`config.mk`:
```
export PLATFORM = sky130hd
export DESIGN_NAME = sipo8_loader
export DESIGN_NICKNAME = d
export VERILOG_FILES = /design/src/rtl/sipo8_loader.sv
export SDC_FILE = /design/constraint.sdc
export NUM_CORES = 1
export LEC_CHECK = 0
export ABC_CLOCK_PERIOD_IN_PS = 1400
export CORE_MARGIN = 2
export CORE_UTILIZATION = 42
export CTS_CLUSTER_DIAMETER = 30
export DETAILED_ROUTE_END_ITERATION = 12
export GPL_ROUTABILITY_DRIVEN = 0
export PLACE_DENSITY = 0.78
export SETUP_SLACK_MARGIN = 0.1
export SYNTH_ARGS = -nofsm -noshare
export SYNTH_HDL_FRONTEND = slang
export SYNTH_SLANG_ARGS = --single-unit
```
`constraint.sdc`:
```
create_clock -name clk -period 1.4 [get_ports clk]
set_clock_uncertainty 0.2 [all_clocks]
set_input_delay 0.42 -clock clk [delete_from_list [all_inputs] [get_ports clk]]
set_output_delay 0.42 -clock clk [all_outputs]
set_load 0.005 [all_outputs]
```
`src/rtl/sipo8_loader.sv`:
```
// rtl/sipo8_loader.sv - framed serial-to-parallel byte receiver feeding an 8-bit enabled register
//
// Receives start bit (0), 8 data bits, optional parity bit and stop bit (1)
// on a bit-strobe interface. Each accepted byte is presented on data_out
// with a one-cycle load_en pulse, which drive the downstream register's
// Reg_In and EN inputs.
//
// Parameters:
//   LSB_FIRST  1: first data bit after start is bit 0; 0: first is bit 7
//   PAR_ODD    parity sense when parity checking is compiled in
//              (0 = even, 1 = odd)
//
// Build option:
//   SIPO8_PARITY_CHECK_EN  when defined, a parity bit follows the 8 data
//                          bits; a parity mismatch rejects the frame the
//                          same way a bad stop bit does.
//
// Ports:
//   clk        rising-edge clock
//   res        asynchronous active-high reset
//   ser_en     bit strobe; ser_in is sampled only on edges with ser_en=1
//   ser_in     serial line, idles at 1
//   data_out   last correctly received byte
//   load_en    one-cycle pulse when data_out updates
//   frame_err  level; last frame had a bad stop bit (or parity)
//   busy       high while a frame is in progress

module sipo8_loader #(
    parameter bit LSB_FIRST = 1'b1,
    parameter bit PAR_ODD   = 1'b0
) (
    input  logic       clk,
    input  logic       res,
    input  logic       ser_en,
    input  logic       ser_in,
    output logic [7:0] data_out,
    output logic       load_en,
    output logic       frame_err,
    output logic       busy
);

    typedef enum logic [1:0] {
        IDLE   = 2'd0,
        DATA   = 2'd1,
        PARITY = 2'd2,
        STOP   = 2'd3
    } state_t;

    state_t     state;
    logic [2:0] bit_cnt;
    logic [7:0] shift_reg;
    logic [7:0] shift_next;
    logic       par_err;

    // Bit order only changes which end of the shift register the new bit
    // enters; after 8 shifts the byte is aligned either way.
    assign shift_next = LSB_FIRST ? {ser_in, shift_reg[7:1]}
                                  : {shift_reg[6:0], ser_in};

`ifdef SIPO8_PARITY_CHECK_EN
    // Parity mismatch is captured in the PARITY state and only acted on at
    // STOP, so a frame is rejected in exactly one place.
    always_ff @(posedge clk or posedge res) begin
        if (res) begin
            par_err <= 1'b0;
        end else if (ser_en) begin
            if (state == IDLE && !ser_in) begin
                par_err <= 1'b0;
            end else if (state == PARITY) begin
                par_err <= ((^shift_reg) ^ ser_in) != PAR_ODD;
            end
        end
    end
`else
    // Without the parity stage the parity sense has no effect.
    assign par_err = PAR_ODD & 1'b0;
`endif

    always_ff @(posedge clk or posedge res) begin
        if (res) begin
            state     <= IDLE;
            bit_cnt   <= 3'd0;
            shift_reg <= 8'h00;
            data_out  <= 8'h00;
            load_en   <= 1'b0;
            frame_err <= 1'b0;
            busy      <= 1'b0;
        end else begin
            // load_en is a pulse: it drops on the cycle after it was set,
            // regardless of ser_en.
            load_en <= 1'b0;
            if (ser_en) begin
                case (state)
                    IDLE: begin
                        // Any 0 in IDLE commits to a frame; no mid-bit
                        // revalidation of the start bit.
                        if (!ser_in) begin
                            state     <= DATA;
                            bit_cnt   <= 3'd0;
                            frame_err <= 1'b0;
                            busy      <= 1'b1;
                        end
                    end
                    DATA: begin
                        shift_reg <= shift_next;
                        bit_cnt   <= bit_cnt + 3'd1;
                        if (bit_cnt == 3'd7) begin
`ifdef SIPO8_PARITY_CHECK_EN
                            state <= PARITY;
`else
                            state <= STOP;
`endif
                        end
                    end
`ifdef SIPO8_PARITY_CHECK_EN
                    PARITY: begin
                        state <= STOP;
                    end
`endif
                    STOP: begin
                        if (ser_in && !par_err) begin
                            data_out  <= shift_reg;
                            load_en   <= 1'b1;
                            frame_err <= 1'b0;
                        end else begin
                            frame_err <= 1'b1;
                        end
                        state <= IDLE;
                        busy  <= 1'b0;
                    end
                    default: begin
                        state <= IDLE;
                        busy  <= 1'b0;
                    end
                endcase
            end
        end
    end

endmodule

```
==> summary.txt <==
outcome: finished with violations
failing checks: setup timing
drt pass-1 iters: 4
area fraction of the dominant cell type after synthesis: 0.6053
Worst path top cell family by delay: flip-flops
CORE AREA: 2233 um2
syn avg cell area: 15.03 um2
syn_nets: 72
Die Span X: 52.61 um
cell area after synthesis: 992.2 um2
layout cell share with drive strength beyond 1: 0.7018
top cells by area in the synthesized netlist: dfrtp_1, mux2_2, mux2_4
hold_buf cts: 0
worst-path maximum fanout: 2
Syn-to-layout area delta: 57.00%
total negative slack: -1.430 ns
remaining antenna violation count after routing: 0
htree depth: 1
slew margin rel.: 0.8677
die area: 2767 um2
CP Buf/Inv Count: 1
CTS Buffer Depth: 2
CTS Buf Count: 3
critical path type: reg2out
DRC: 0
crit end category: output pin
number of setup violations in the final report: 26
met2 GRT Util: 0.3229
vias per inst: 4.986
detailed-route wire length per cell: 15.90 um
post-synthesis sequential area ratio: 0.6053
CTS sink cnt: 24
Pleak: 0.0008160 uW
Die Y: 52.61 um
clock latency on the worst-skew pair: 0.32 ns
Starting Density: 0.4443
Final min period: 1.493 ns
fin nets: 121
DR iter-0 viols: 6
worst path cell trace: buf_2
max capacitance violation total: 0
I/O pin cnt: 15
count of pins over their slew limit: 0
CTS tree: yes
grt peak-use layer: met2
initial antenna violation count: 0
pin count of the biggest net entering global routing: 25
Post-Synthesis Cells: 66
Final Hold Fails: 0
Crit path largest cell delay: 0.41 ns
Slowest-stage cell, CP: dfrtp_1
power density over cell area: 2064 nW/um2
fin worst setup slack: -0.09289 ns
path type of the worst min-delay path: in2async
M1 GR Usage: 0.2136
fin crit share: 1.066
CP Data Arrival Time: 0.87 ns
via count: 708
Min Hold Slack: 0.2374 ns
yosys warns: 0
slew at the pin with the worst max-slew slack: 0.1977 ns
Synth Register Bits: 24
Overall Global Routing Usage: 0.1880
f_max: 0.6698 GHz
DP HPWL: 1265 um
CTS Root Cell: clkbuf_4
total power: 3215 uW
global-route wire length before repair: 3560 um
row count: 17
RSZ-0062 raised after global routing: yes
vias in the first global route: 720
most common cell after layout, fill and taps aside: dfrtp_1
VDD IR max: 0.001108 V
final WL: 2258 um
Synth cell types: 20
met3 usage: 0.03714
Worst-path clk slew: 0.14 ns
most frequent cells in the layout: dfrtp_1, buf_4, mux2_4
area leader, netlist: dfrtp_1
# diodes: 0
worst endpoint required time: 0.78 ns
Port-buffer cells: 14
global route overflow: 0
kind of start point of the critical path: flip-flop
[logic make-up after synthesis]
kind of cell | Yosys count | synth area share
DFF | 24 | 0.6053
muxes | 17 | 0.2156
AOI/OAI and AO/OA | 10 | 0.06936
adders and majority gates | 2 | 0.02522
buffers and inverters | 8 | 0.04033
and+or+nand+nor | 5 | 0.04413
[final cells by class]
type / instances / area (um2)
fill: 153 / 675.6
sequential: 24 / 601.8
multi-input combinational: 35 / 473.0
timing repair buffer: 46 / 374.1
tap: 28 / 35.03
clock inverter: 1 / 30.03
clock buffer: 3 / 22.52
inverter: 5 / 21.27
[per-stage QoR]
stage,cells,worst slack (ns),instance area (um2),utilization
CTS,135,-0.09558,1489,0.6667
floorplan,66,-0.1515,1052,-
global placement,118,-0.6102,1301,0.5826
finish,142,-0.09289,1558,0.6975
detailed placement,118,-0.6476,1301,0.5826
global route,142,-0.1220,1558,0.6975
[worst paths after layout]
| path | from | end | slack, ns | cells past startpoint |
|---|---|---|---|---|
| setup / recovery | data_out[7]$_DFFE_PP0P_ | data_out[7] | -0.09 | 1 |
| hold / removal | res | shift_reg[0]$_DFFE_PP0P_ | 0.24 | 3 |
| setup reg to reg | state[0]$_DFFE_PP0P_ | shift_reg[6]$_DFFE_PP0P_ | -0.07 | 4 |
| hold reg to reg | shift_reg[0]$_DFFE_PP0P_ | shift_reg[0]$_DFFE_PP0P_ | 0.34 | 1 |
| max in group asynchronous | res | state[1]$_DFFE_PP0P_ | 0.61 | 3 |
| min in group clk | ser_in | shift_reg[7]$_DFFE_PP0P_ | 0.26 | 2 |
[power by group]
part / switching, uW / internal, uW
registers: 212 / 988
logic: 490 / 1020
clock network: 220 / 290
total: 922 / 2290
[synthesized netlist by cell type (all sizes together)]
master / n
inv: 5
a21oi: 4
a31oi: 1
nor2b: 1
clkbuf: 1
a22o: 3
dfrtp: 24
a31o: 1
ha: 2
nor2: 1
nand4: 1
buf: 2
nor3: 2
o21ai: 1
mux2: 17
[repair_timing]
| item | CTS | global route |
|---|---|---|
| endpoints found under the setup margin | 35 | 33 |
| pin swaps | 6 | 6 |
| resized for setup | 66 | 9 |
| buffers inserted | 12 | 8 |
| cloned | 1 | 0 |
[per-layer routing]
| layer | vias up | part of all wire |
|---|---|---|
| met1 | 352 | 0.40 |
| li1 | 330 | - |
| met5 | - | 0 |
| met4 | 0 | 0.015 |
| met2 | 20 | 0.55 |
| met3 | 6 | 0.033 |
Note: power is estimated with default switching activity, not from simulation.
